[config.mk]
export PLATFORM = sky130hd
export DESIGN_NAME = nibble_serial_adder
export DESIGN_NICKNAME = d
export VERILOG_FILES = /design/src/rtl/nibble_serial_adder.sv
export SDC_FILE = /design/constraint.sdc
export NUM_CORES = 1
export LEC_CHECK = 0
export BUFFER_PORTS_ARGS = -buffer_cell sky130_fd_sc_hd__clkbuf_2
export CORE_UTILIZATION = 55
export DETAILED_ROUTE_END_ITERATION = 6
export PLACE_DENSITY_LB_ADDON = 0.2
export SLEW_MARGIN = 20
export SYNTH_ARGS = -nofsm -noshare
export SYNTH_HDL_FRONTEND = slang
export SYNTH_SLANG_ARGS = --single-unit
[constraint.sdc]
create_clock -name clk -period 4.6 [get_ports clk]
set_input_delay 0.23 -clock clk [delete_from_list [all_inputs] [get_ports clk]]
set_output_delay 0.23 -clock clk [all_outputs]
set_load 0.1 [all_outputs]
[src/rtl/nibble_serial_adder.sv]
`default_nettype none
// ============================================================================
//  Module   : nibble_serial_adder
//  Function : Adds two WIDTH-bit operands one nibble per cycle using a 4-bit
//             carry-lookahead slice, with a valid/ready handshake on each side.
//  Option   : define NIBBLE_SERIAL_ADDER_SUB_EN to add a SUB input (A - B).
//  Revision : 1.0  initial release
// ============================================================================
module nibble_serial_adder #(
  parameter int WIDTH = 16
) (
  input  logic             clk,
  input  logic             rst_n,
  input  logic             in_valid,
  output logic             in_ready,
  input  logic [WIDTH-1:0] a,
  input  logic [WIDTH-1:0] b,
  input  logic             c_in,
`ifdef NIBBLE_SERIAL_ADDER_SUB_EN
  input  logic             sub,
`endif
  output logic             out_valid,
  input  logic             out_ready,
  output logic [WIDTH-1:0] s,
  output logic             c_out,
  output logic             ovf
);

  localparam int c_nib   = WIDTH / 4;
  localparam int c_idx_w = (c_nib > 1) ? $clog2(c_nib) : 1;
  localparam logic [c_idx_w-1:0] c_last = c_idx_w'(c_nib - 1);

  generate
    if ((WIDTH % 4 != 0) || (WIDTH < 8)) begin : g_width_check
      $error("nibble_serial_adder: WIDTH must be a multiple of 4 and at least 8");
    end
  endgenerate

  typedef enum logic [1:0] {
    IDLE = 2'd0,
    RUN  = 2'd1,
    DONE = 2'd2
  } state_t;

  state_t             state_q, state_d;
  logic [WIDTH-1:0]   a_q, a_d;
  logic [WIDTH-1:0]   b_q, b_d;
  logic               sub_q, sub_d;
  logic               carry_q, carry_d;
  logic [c_idx_w-1:0] idx_q, idx_d;
  logic [WIDTH-1:0]   s_q, s_d;
  logic               c_out_q, c_out_d;
  logic               ovf_q, ovf_d;
  logic               in_ready_q, in_ready_d;
  logic               out_valid_q, out_valid_d;

  logic               w_sub_in;
  logic [3:0]         w_a_nib;
  logic [3:0]         w_b_nib;
  logic [3:0]         w_g;
  logic [3:0]         w_p;
  logic [3:0]         w_c;
  logic               w_c4;
  logic [3:0]         w_sum;

`ifdef NIBBLE_SERIAL_ADDER_SUB_EN
  assign w_sub_in = sub;
`else
  assign w_sub_in = 1'b0;
`endif

  // Subtraction inverts B on the fly; the +1 comes from the preloaded carry.
  assign w_a_nib = a_q[{idx_q, 2'b00} +: 4];
  assign w_b_nib = b_q[{idx_q, 2'b00} +: 4] ^ {4{sub_q}};
  assign w_g     = w_a_nib & w_b_nib;
  assign w_p     = w_a_nib ^ w_b_nib;

  assign w_c[0] = carry_q;
  assign w_c[1] = w_g[0] | (w_p[0] & carry_q);
  assign w_c[2] = w_g[1] | (w_p[1] & w_g[0]) | (w_p[1] & w_p[0] & carry_q);
  assign w_c[3] = w_g[2] | (w_p[2] & w_g[1]) | (w_p[2] & w_p[1] & w_g[0])
                | (w_p[2] & w_p[1] & w_p[0] & carry_q);
  assign w_c4   = w_g[3] | (w_p[3] & w_g[2]) | (w_p[3] & w_p[2] & w_g[1])
                | (w_p[3] & w_p[2] & w_p[1] & w_g[0])
                | (w_p[3] & w_p[2] & w_p[1] & w_p[0] & carry_q);
  assign w_sum  = w_p ^ w_c;

  always_comb begin
    state_d     = state_q;
    a_d         = a_q;
    b_d         = b_q;
    sub_d       = sub_q;
    carry_d     = carry_q;
    idx_d       = idx_q;
    s_d         = s_q;
    c_out_d     = c_out_q;
    ovf_d       = ovf_q;
    in_ready_d  = in_ready_q;
    out_valid_d = out_valid_q;

    case (state_q)
      IDLE: begin
        if (in_valid) begin
          a_d        = a;
          b_d        = b;
          sub_d      = w_sub_in;
          carry_d    = w_sub_in ? 1'b1 : c_in;
          idx_d      = '0;
          state_d    = RUN;
          in_ready_d = 1'b0;
        end
      end
      RUN: begin
        s_d[{idx_q, 2'b00} +: 4] = w_sum;
        carry_d                  = w_c4;
        idx_d                    = idx_q + c_idx_w'(1);
        if (idx_q == c_last) begin
          // Carry into the MSB is the slice's internal carry into bit 3.
          c_out_d     = w_c4;
          ovf_d       = w_c[3] ^ w_c4;
          idx_d       = '0;
          state_d     = DONE;
          out_valid_d = 1'b1;
        end
      end
      DONE: begin
        if (out_ready) begin
          state_d     = IDLE;
          out_valid_d = 1'b0;
          in_ready_d  = 1'b1;
        end
      end
      default: begin
        state_d     = IDLE;
        out_valid_d = 1'b0;
        in_ready_d  = 1'b1;
      end
    endcase
  end

  always_ff @(posedge clk or negedge rst_n) begin
    if (!rst_n) begin
      state_q     <= IDLE;
      a_q         <= '0;
      b_q         <= '0;
      sub_q       <= 1'b0;
      carry_q     <= 1'b0;
      idx_q       <= '0;
      s_q         <= '0;
      c_out_q     <= 1'b0;
      ovf_q       <= 1'b0;
      in_ready_q  <= 1'b1;
      out_valid_q <= 1'b0;
    end else begin
      state_q     <= state_d;
      a_q         <= a_d;
      b_q         <= b_d;
      sub_q       <= sub_d;
      carry_q     <= carry_d;
      idx_q       <= idx_d;
      s_q         <= s_d;
      c_out_q     <= c_out_d;
      ovf_q       <= ovf_d;
      in_ready_q  <= in_ready_d;
      out_valid_q <= out_valid_d;
    end
  end

  assign in_ready  = in_ready_q;
  assign out_valid = out_valid_q;
  assign s         = s_q;
  assign c_out     = c_out_q;
  assign ovf       = ovf_q;

endmodule
`default_nettype wire

# After elaboration in Yosys (flattened, before gate mapping)
# Cells that the tools add are included.
word_totals:
  regBits: 57
  latchBits: 0
  ramBits: 0
  romBits: 0
  word_cells: 78
  n_memories: 0
classes:
  add_sub_neg: 2
  n_mul: 0
  div_mod_pow: 0
  order_cmp: 0
  eq_ne: 6
  shift: 4
  n_mux: 16
  bitwise: 32
  reduce_logical: 8
op_table:
  columns: ["cell", "count"]
  rows:
  - ["16-bit by 5-bit variable part select with 4-bit output", 2]
  - ["1-bit AND", 16]
  - ["16-bit bitwise mux", 1]
  - ["4-bit by 6-bit variable shift with 16-bit output, first input constant", 1]
  - ["4-bit by 6-bit variable part select with 16-bit output", 1]
  - ["2-bit two-way mux", 5]
  - ["1-bit bitwise OR", 10]
  - ["3-bit AND reduction", 3]
  - ["4-bit XOR", 2]
  - ["2-bit != test, second input constant", 3]
  - ["4-bit negator with 6-bit output", 1]
  - ["1-bit one-hot mux with 3 select lines", 2]
  - ["2-bit one-hot mux with 3 select lines", 1]
  - ["2-bit AND reduction", 3]
  - ["1-bit two-way mux", 5]
  - ["4-bit AND", 1]
  - ["2-bit == test, second input constant", 2]
  - ["2-bit one-hot mux with 2 select lines", 1]
  - ["2-bit by 1-bit adder with 2-bit output, second input constant", 1]
  - ["2-bit by 1-bit == test with 1-bit output, second input constant", 1]
  - ["2-bit logical NOT", 1]
  - ["1-bit NOT", 2]
  - ["1-bit one-hot mux with 2 select lines", 1]
  - ["2-bit nonzero test", 1]
  - ["1-bit XOR", 1]

# Depth between registers and ports, before layout
# Gate-level depths: netlist of run 1.
depth:
  depth_word: 9
  depth_mapped: 7

# Worst setup path after synthesis of run 1
# OpenSTA, ideal clock, no wires.
synth_path:
  kind: "register to register"
  start: "reg idx_q[0]"
  end: "reg s_q[11], in the netlist s[11]"
  setup_time_ns: 0.122
  arrival_time_ns: 2.369
  t_required_ns: 4.478
  setup_slack_ns: 2.109
  stages_incl_launch_ff: 8
  n_path_buf: 1
  period_less_slack_ns: 2.491
  path_cell_list: "dfrtp_1 buf_2 mux4_2 ha_1 a211oi_1 o21bai_1 xor2_1 a22o_1"
synth_between:
  elab_chain_cells: 9
  word_cells_on_any_way: 24
  classes_between: "add/sub (1); shift (4); mux (1); bitwise (18)"
synth_rtl:
  columns: ["element", "line", "text"]
  rows:
  - ["start, declared", "50", "logic [c_idx_w-1:0] idx_q, idx_d;"]
  - ["start signal, assigned", "160", "idx_q <= idx_d;"]
  - ["16-bit by 5-bit variable part select with 4-bit output, on equally long branches", "73, 74", null]
  - ["4-bit XOR / 4-bit AND (equally long branches)", "76, 75", null]
  - ["1-bit AND, on equally long branches", "81, 82", null]
  - ["1-bit bitwise OR (tied with other cells)", "81", "assign w_c[3] = w_g[2] | (w_p[2] & w_g[1]) | (w_p[2] & w_p[1] & w_g[0])"]
  - ["1-bit bitwise OR / 1-bit AND (equally long branches)", "81, 82", null]
  - ["1-bit bitwise OR", "82", "| (w_p[2] & w_p[1] & w_p[0] & carry_q);"]
  - ["4-bit XOR", "86", "assign w_sum = w_p ^ w_c;"]
  - ["4-bit by 6-bit variable part select with 16-bit output", "114", "s_d[{idx_q, 2'b00} +: 4] = w_sum;"]
  - ["16-bit bitwise mux *", "114", null]
  - ["end signal, assigned", "149", "s_q <= '0;"]
  - ["end signal, assigned", "161", "s_q <= s_d;"]
  - ["end, declared", "51", "logic [WIDTH-1:0] s_q, s_d;"]
# Mark *: on every way between the ends. The rest lies on a longest branch, timed or not.
# A chain may end at the register's enable or synchronous reset.

# Worst setup path in the final report of run 1
# Ends and elaborated chain as after synthesis.

==> flow_summary.toml, run 1 <==
[synth]
avgSynthCellArea_um2 = 14.3
synth_cell_types = 37
ys.flop_type = "dfrtp_1"
seq_area_frac_synth_pct = 54.7
synth_warnings = 0
synth-seq-cells = 57
netlist_area_mm2 = 0.00261
synth_edf_count = 0
syn_nets = 231
async_reset_ff_share_pct = 100
syn_inst = 183

[timing]
slew_violations = 0
period_minus_slack_ns = 2.80
fin_setup_tns_ns = 0
finalHoldViolations = 0
skew_ns = 0.00460
clock.fmax_mhz = 357
post-route-period-util_pct = 61.0
slew_headroom_pct = 51.5
tightest_slew_ns = 0.727
rsz0062_at_grt = "no"
finalSetupViolCount = 0

[grt]
grt_max_degree = 58
grt_usage_pct = 22.8
grt_overflow = 0
grt_pass1_wl_um = 8470
first_global_vias = 1787
antenna_found_initial = 0

[setup_path]
cp-start-kind = "flip-flop"
rr_startpoint = "idx_q[0]"
reg2reg_depth = 6
worst-setup-path-type = "flip-flop to flip-flop"
crit_path_start = "idx_q[0]"
r2r-end = "s[11]"
cp-end-kind = "flip-flop"
crit_end = "s[11]"
cp.arrival_ns = 3.08
r2r_slack_ns = 1.80
crit_fanout = 16
cp.required_ns = 4.87

[clock_tree]
ctsResizeCount = 0
cts_num_sinks = 57
clkLatencyLatePin_ns = 0.34
cts_htree_levels = 3
post_cts_buffers = 0
holdBufCountCts = 0
cts_tree = "done"
cts-buffers-inserted = 9
clk_transition_reported_paths_ns = 0.06
clockRootBuffer = "clkbuf_8"
cts_buffer_depth = 2

[die]
core_area_mm2 = 0.00444
dieWidth_um = 70.9
die_h_um = 70.9
num_io_pins = 57
fp.dieArea_mm2 = 0.00502
start_util_pct = 58.7
rows = 24

[final_layout]
syn_to_final_growth_pct = 18.1
drive_gt1_share_pct = 45.4
antenna_cells = 0
fillCellCount = 324
final_nets = 294

[drt]
vias_per_cell = 5.63
drtIter0Drc = 108
vias = 1694
post_drt_wl_per_cell_um = 16.3
routed_wirelength_um = 4900
drtPass1Iterations = 7
post-route-drc-count = 10
ant_nets = 0

[run_status]
violations = "DRC"
outcome = "finished, violations left"

[placed_design]
io_buffer_count = 56
place_congestion = 0.733
post-dp-hpwl_um = 3470

[run]
maxCapViolCount = 0

[hold_path]
min_path_type = "input port to asynchronous set/reset pin"
[Yosys cell counts (all sizes together), types with 4 or more instances]
library cell | number | area share [%]
buf | 5 | 1.8
o21ai | 6 | 1.2
a22o | 14 | 4.7
ha | 10 | 4.8
mux4 | 8 | 6.9
nand2 | 15 | 2.3
a21oi | 4 | 0.77
dfrtp | 56 | 54
nor2 | 4 | 0.58
mux2 | 32 | 14
[flip-flops by register name, indices dropped and copies added, names as in the netlist]
name	flops
a_q	16
b_q	16
s	16
idx_q	2
state_q	2
c_out	1
carry_q	1
in_ready	1
out_valid	1
ovf	1
[cell usage in the layout, fill, tap and decap left out, types with 2 or more instances in the layout]
| master | instances |
|---|---|
| dfrtp_1 | 56 |
| clkbuf_2 | 56 |
| mux2_2 | 32 |
| nand2_1 | 14 |
| a22o_1 | 14 |
| clkbuf_8 | 11 |
| ha_1 | 10 |
| mux4_2 | 8 |
| o21ai_0 | 5 |
| nor2_1 | 4 |
| a21oi_1 | 4 |
| clkbuf_1 | 3 |
| inv_1 | 2 |
| nand2b_1 | 2 |
| o31ai_1 | 2 |
| nor3_1 | 2 |
| xor2_1 | 2 |
| and3_1 | 2 |
| buf_4 | 2 |
[through the flow]
step	hold slack (ns)	instances	cell area, um2	worst slack, ns	util [%]
final	0.0194	301	3080	1.80	69.4
after global placement	0.408	287	2920	1.85	65.7
after floorplan	-0.0656	183	2610	2.11	-
after CTS	0.0497	301	3080	1.76	69.4
after global routing	0.0853	301	3080	1.50	69.4
after detailed placement	0.416	287	2920	1.77	65.7
[critical path, stage by stage (launching register included)]
cell	delay, ns
dfrtp_1	0.81
mux4_2	0.62
ha_1	0.33
a211oi_1	0.25
o21bai_1	0.17
xor2_1	0.36
a22o_1	0.18
[area by class of cell]
cell class	count	area, um2	area share, %
clock buffers	14	163	5.28
inverters	2	7.51	0.244
multi-input cells	118	1120	36.5
flip-flops and latches	57	1430	46.3
well taps	52	65.1	2.11
repair buffers	58	295	9.58
[layer usage]
metal  track usage, %  vias to the layer above  routed length, um
met4             14.4                        0                155
li1                 -                      803                  -
met2             34.3                       51               2270
met5                0                        -                  0
met3             5.70                       15                213
met1             30.0                      825               2250
[logic make-up after synthesis]
group / count (synthesis) / share of synthesized area [%]
flops: 57 / 54.7
xor+xnor: 3 / 1.01
simple gates: 31 / 6.47
fa+ha+maj: 11 / 5.56
mux: 41 / 21.1
buf+inv: 8 / 2.20
compound gates: 32 / 8.96
[worst min-delay path by stage]
stage	start	endpoint	slack, ns	cells after the start
floorplan	rst_n	a_q[0]	-0.07	0
global route	rst_n	s[9]	0.09	2
finish	rst_n	s[13]	0.02	2
CTS	rst_n	s[9]	0.05	2
detailed placement	rst_n	s[9]	0.42	2
global placement	rst_n	s[10]	0.41	2
Power of run 1 is left out: the tool's default activity adds up to more than one toggle a clock period on the data nets, which glitch-free logic cannot reach.
==> inputs of run 2 (changes only) <==
--- a/config.mk
+++ b/config.mk
@@ -6,7 +6,7 @@
 export NUM_CORES = 1
 export LEC_CHECK = 0
 export BUFFER_PORTS_ARGS = -buffer_cell sky130_fd_sc_hd__clkbuf_2
-export CORE_UTILIZATION = 55
+export CORE_UTILIZATION = 48
 export DETAILED_ROUTE_END_ITERATION = 6
 export PLACE_DENSITY_LB_ADDON = 0.2
 export SLEW_MARGIN = 20
==> constraint.sdc (replaced) <==
create_clock -name clk -period 2.3 [get_ports clk]
set_input_delay 0.115 -clock clk [delete_from_list [all_inputs] [get_ports clk]]
set_output_delay 0.115 -clock clk [all_outputs]
set_load 0.1 [all_outputs]
==> run 2 against run 1 <==
The flow now finishes without violations. Clock-buffer cell count fell by 2. Final area is 8.2% higher. Die area up 14%. Maximum frequency increased by 27%. Hold slack got worse by 0.0032 ns. Critical path depth up 1. Largest cell class unchanged.
==> flow_summary.toml, run 2 (same netlist as run 1, synthesis figures left out) <==
[run_status]
outcome = "complete, no violations"

[grt]
busiest_layer = "met2"
met2_usage_pct = 30.1
grt.met3_usage_pct = 4.76
grt_usage_pct = 20.3
grt_pass1_wl_um = 8400
grt_util_met1_pct = 28.5
antenna_found_initial = 0
first_global_vias = 1734
grt_max_degree = 36
grt_overflow = 0

[drt]
routed_wirelength_um = 5100
ant_nets = 0
drtPass1Iterations = 4
vias_per_cell = 5.32
post-route-drc-count = 0
vias = 1804
drtIter0Drc = 71
post_drt_wl_per_cell_um = 15.0

[timing]
period_minus_slack_ns = 2.21
tightest_slew_ns = 0.828
setup_slack_ns = 0.0890
post-route-period-util_pct = 96.1
finalSetupViolCount = 0
slew_headroom_pct = 44.8
clock.fmax_mhz = 452
slew_violations = 0
skew_ns = 0.00974
finalHoldViolations = 0
fin_setup_tns_ns = 0

[final_layout]
fillCellCount = 417
antenna_cells = 0
syn_to_final_growth_pct = 27.8
final_cell_mix = "clkbuf_2 (56), dfrtp_1 (55), mux2_2 (32), buf_4 (18)"
layout_commonest_cell = "clkbuf_2"
stdcell_count = 339
drive_gt1_share_pct = 52.0
final_nets = 313

[setup_path]
cp.required_ns = 2.51
cpPeakStageDelay_ns = 0.54
crit_top_cell = "buf_4"
cp_num_buf_inv = 3
worst-setup-path-type = "flip-flop to flip-flop"
cp.arrival_ns = 2.42
slowest_stage = "mux4_2"
cp-start-kind = "flip-flop"
path_cells = "buf_6 -> mux4_2 -> buf_4 -> fa_1 -> xor2_1 -> buf_4 -> a22o_1"
cp-end-kind = "flip-flop"
path_delay_family = "multiplexers"
crit_fanout = 4

[placed_design]
place_inst = 319
post-place-ws_ns = -0.0712
post-dp-hpwl_um = 3570
place_congestion = 0.750
io_buffer_count = 56

[clock_tree]
cts_num_sinks = 57
cts_htree_levels = 3
clkLatencyLatePin_ns = 0.33
cts-buffers-inserted = 9
clk_transition_reported_paths_ns = 0.06
clockRootBuffer = "clkbuf_8"
cts_buffer_depth = 2
cts_tree = "done"

[die]
dieWidth_um = 75.7
fp.dieArea_mm2 = 0.00574
rows = 26
start_util_pct = 50.5
core_area_mm2 = 0.00517
num_io_pins = 57
die_h_um = 75.7

[hold_path]
min_path_type = "input port to flip-flop"

[run]
maxCapViolCount = 0
run 2: changes by cell type in the layout (fill, tap and decap cells not counted), moves of 2 or more:
cell | before | now
buf_4 | 2 | 18
clkbuf_1 | 3 | 1
clkinv_2 | 0 | 2
dlygate4sd3_1 | 0 | 2
ha_1 | 10 | 8
ha_4 | 0 | 2
run 2: per-layer routing:
| layer | part of all wire [%] | vias up | wire [um] |
|---|---|---|---|
| met5 | 0 | - | 0 |
| met4 | 1.8 | 0 | 91 |
| met3 | 4.2 | 9 | 215 |
| met2 | 47 | 51 | 2390 |
| met1 | 47 | 902 | 2400 |
| li1 | - | 842 | - |
run 2: worst paths after layout:
path	startpoint	to	slack, ns	cells past startpoint
hold / removal	b[9]	b_q[9]	0.02	2
max in group asynchronous	rst_n	b_q[5]	1.16	3
setup / recovery	idx_q[0]	s[13]	0.09	7
setup reg to reg	idx_q[0]	s[13]	0.09	7
min in group asynchronous	rst_n	s[10]	0.41	2
hold reg to reg	s[1]	s[1]	0.49	2
run 2: repair_timing:
item,in CTS,in global routing
hold buffers,2,0
setup buffers,4,0
resized for setup,3,7
hold endpoints to repair,31,0
pin swaps,1,4
setup endpoints to repair,6,12
run 2: area by class of cell:
type | count | area (um2) | share of cell area [%]
repair buffers | 77 | 447 | 13.4
flip-flops and latches | 57 | 1430 | 42.8
well taps | 70 | 87.6 | 2.63
clock inverters | 3 | 40.0 | 1.20
multi-input cells | 118 | 1170 | 35.1
clock buffers | 12 | 155 | 4.65
inverters | 2 | 7.51 | 0.225
run 2: stage by stage:
stage / utilization (%) / area, um2 / hold slack [ns]
3_5_place_dp: 59.0 / 3050 / 0.247
4_1_cts: 64.0 / 3310 / 0.000354
3_3_place_gp: 59.0 / 3050 / 0.244
5_1_grt: 64.5 / 3340 / 0.00916
6_report: 64.5 / 3340 / 0.0162
2_1_floorplan: - / 2620 / -0.181
Power of run 2 is left out for the same reason.
==> inputs of run 3 (changes only) <==
==> constraint.sdc (replaced) <==
create_clock -name clk -period 2.3 [get_ports clk]
set_input_delay 0.46 -clock clk [delete_from_list [all_inputs] [get_ports clk]]
set_output_delay 0.46 -clock clk [all_outputs]
set_load 0.1 [all_outputs]
==> run 3 against run 2 <==
Utilization is 0.41 points lower. Critical path depth stayed put. Maximum frequency is 1.1% lower. Setup slack worse by 0.026 ns. First-iteration DRC count is 11% higher. Hold slack better by 0.34 ns. Final area is 0.64% lower. Sequential share of layout area is 0.27 points higher. Via count is 2.4% lower. Non-clock buffer count is 1 lower.
==> flow_summary.toml, run 3 (same netlist as run 1, synthesis figures left out) <==
[run_status]
outcome = "complete, no violations"

[die]
num_io_pins = 57
fp.dieArea_mm2 = 0.00574
start_util_pct = 50.5
die_h_um = 75.7
core_area_mm2 = 0.00517
dieWidth_um = 75.7
rows = 26

[setup_path]
crit_fanout = 5
rr_startpoint = "idx_q[0]"
crit_end = "s[9]"
path_delay_family = "multiplexers"
cp-start-kind = "flip-flop"
slowest_stage = "mux4_2"
crit_path_start = "idx_q[0]"
r2r-end = "s[9]"
cp-end-kind = "flip-flop"
reg2reg_depth = 7
cpPeakStageDelay_ns = 0.54
cp.required_ns = 2.53
cp.arrival_ns = 2.46
worst-setup-path-type = "flip-flop to flip-flop"
path_depth = 7
cp_num_buf_inv = 3
path_cells = "buf_6 -> mux4_2 -> buf_4 -> fa_2 -> xor2_1 -> buf_4 -> a22o_1"
crit_top_cell = "buf_4"
r2r_slack_ns = 0.06

[clock_tree]
cts_buffer_depth = 2
clkLatencyLatePin_ns = 0.33
clk_transition_reported_paths_ns = 0.06
clockRootBuffer = "clkbuf_8"
cts-buffers-inserted = 9
cts_num_sinks = 57
cts_htree_levels = 3
cts_tree = "done"

[grt]
antenna_found_initial = 0
grt_pass1_wl_um = 8110
grt_usage_pct = 19.7
first_global_vias = 1776
grt_max_degree = 36
grt_overflow = 0

[drt]
post-route-drc-count = 0
drtIter0Drc = 79
vias = 1760
wl_met3_um = 218
m1WireLength_um = 2320
ant_nets = 0
drtPass1Iterations = 4
highest_layer = "met4"
met2_length_um = 2440
post_drt_wl_per_cell_um = 14.8
routed_wirelength_um = 5020
vias_per_cell = 5.21

[run]
maxCapViolCount = 0

[timing]
slew_headroom_pct = 63.9
clock.fmax_mhz = 447
skew_ns = 0.00819
finalSetupViolCount = 0
post-route-period-util_pct = 97.2
tightest_slew_ns = 0.543
slew_violations = 0
finalHoldViolations = 0
period_minus_slack_ns = 2.24
rsz0062_at_grt = "yes"

[final_layout]
syn_to_final_growth_pct = 27.0
final_nets = 312
antenna_cells = 0
final_cell_mix = "clkbuf_2 (56), dfrtp_1 (55), mux2_2 (32), buf_4 (16)"
drive_gt1_share_pct = 52.6
design_area_mm2 = 0.00331
layout_commonest_cell = "clkbuf_2"

[placed_design]
place_congestion = 0.763
post-dp-hpwl_um = 3640
placed_area_mm2 = 0.00305
io_buffer_count = 56

[hold_path]
min_path_type = "input port to flip-flop"
[run 3: cell types whose count changed in the layout (fill, tap and decap cells not counted), sizes merged]
| cell | before | now |
|---|---|---|
| bufinv | 1 | 0 |
| clkbuf | 68 | 67 |
| clkinv | 2 | 4 |
| dlygate4sd3 | 2 | 1 |
[run 3: repair_timing]
item                                    CTS  global route
resized for setup                         2            10
hold buffers                              1             0
pin swaps                                 1             4
buffers inserted                          3             1
endpoints found under the setup margin    7            12
endpoints found under the hold margin     5             0
[run 3: worst min path at each step]
stage                      from       to  slack, ns  cells past startpoint
after CTS                 b[12]  b_q[12]       0.35                      2
final                      a[2]   a_q[2]       0.36                      2
after global placement    rst_n     s[9]       0.30                      1
after detailed placement  rst_n    s[10]       0.30                      1
after floorplan           rst_n   a_q[0]       0.16                      0
after global routing       b[6]   b_q[6]       0.35                      2
[run 3: area by class of cell]
| type | instances | area, um2 |
|---|---|---|
| repair buffers | 76 | 453 |
| multi-input cells | 118 | 1180 |
| clock inverters | 4 | 20.0 |
| fillers | 406 | 1860 |
| well taps | 70 | 87.6 |
| flip-flops and latches | 57 | 1430 |
| clock buffers | 11 | 141 |
| inverters | 2 | 7.51 |
[run 3: metrics by stage]
step	hold slack [ns]	setup TNS (ns)	cells	utilization (%)	worst slack (ns)
4_1_cts	0.351	0	338	63.2	0.00138
3_3_place_gp	0.295	-0.117	319	59.0	-0.0302
2_1_floorplan	0.164	0	183	-	0.00492
3_5_place_dp	0.296	-0.329	319	59.0	-0.0802
6_report	0.356	0	338	64.1	0.0633
5_1_grt	0.347	-0.122	338	64.1	-0.0445
[run 3: worst register-to-register path, stage by stage, from the launching register on]
cell and delay [ns]:
dfrtp_2 0.45, buf_6 0.13, mux4_2 0.54, buf_4 0.16, fa_2 0.34, xor2_1 0.17, buf_4 0.15, a22o_1 0.20
[run 3: per-layer routing]
layer / vias up / global-route usage, %
li1: 847 / -
met1: 865 / 25.8
met2: 42 / 31.8
met3: 6 / 6.35
met4: 0 / 5.56
met5: - / 0
Power of run 3 is left out for the same reason.
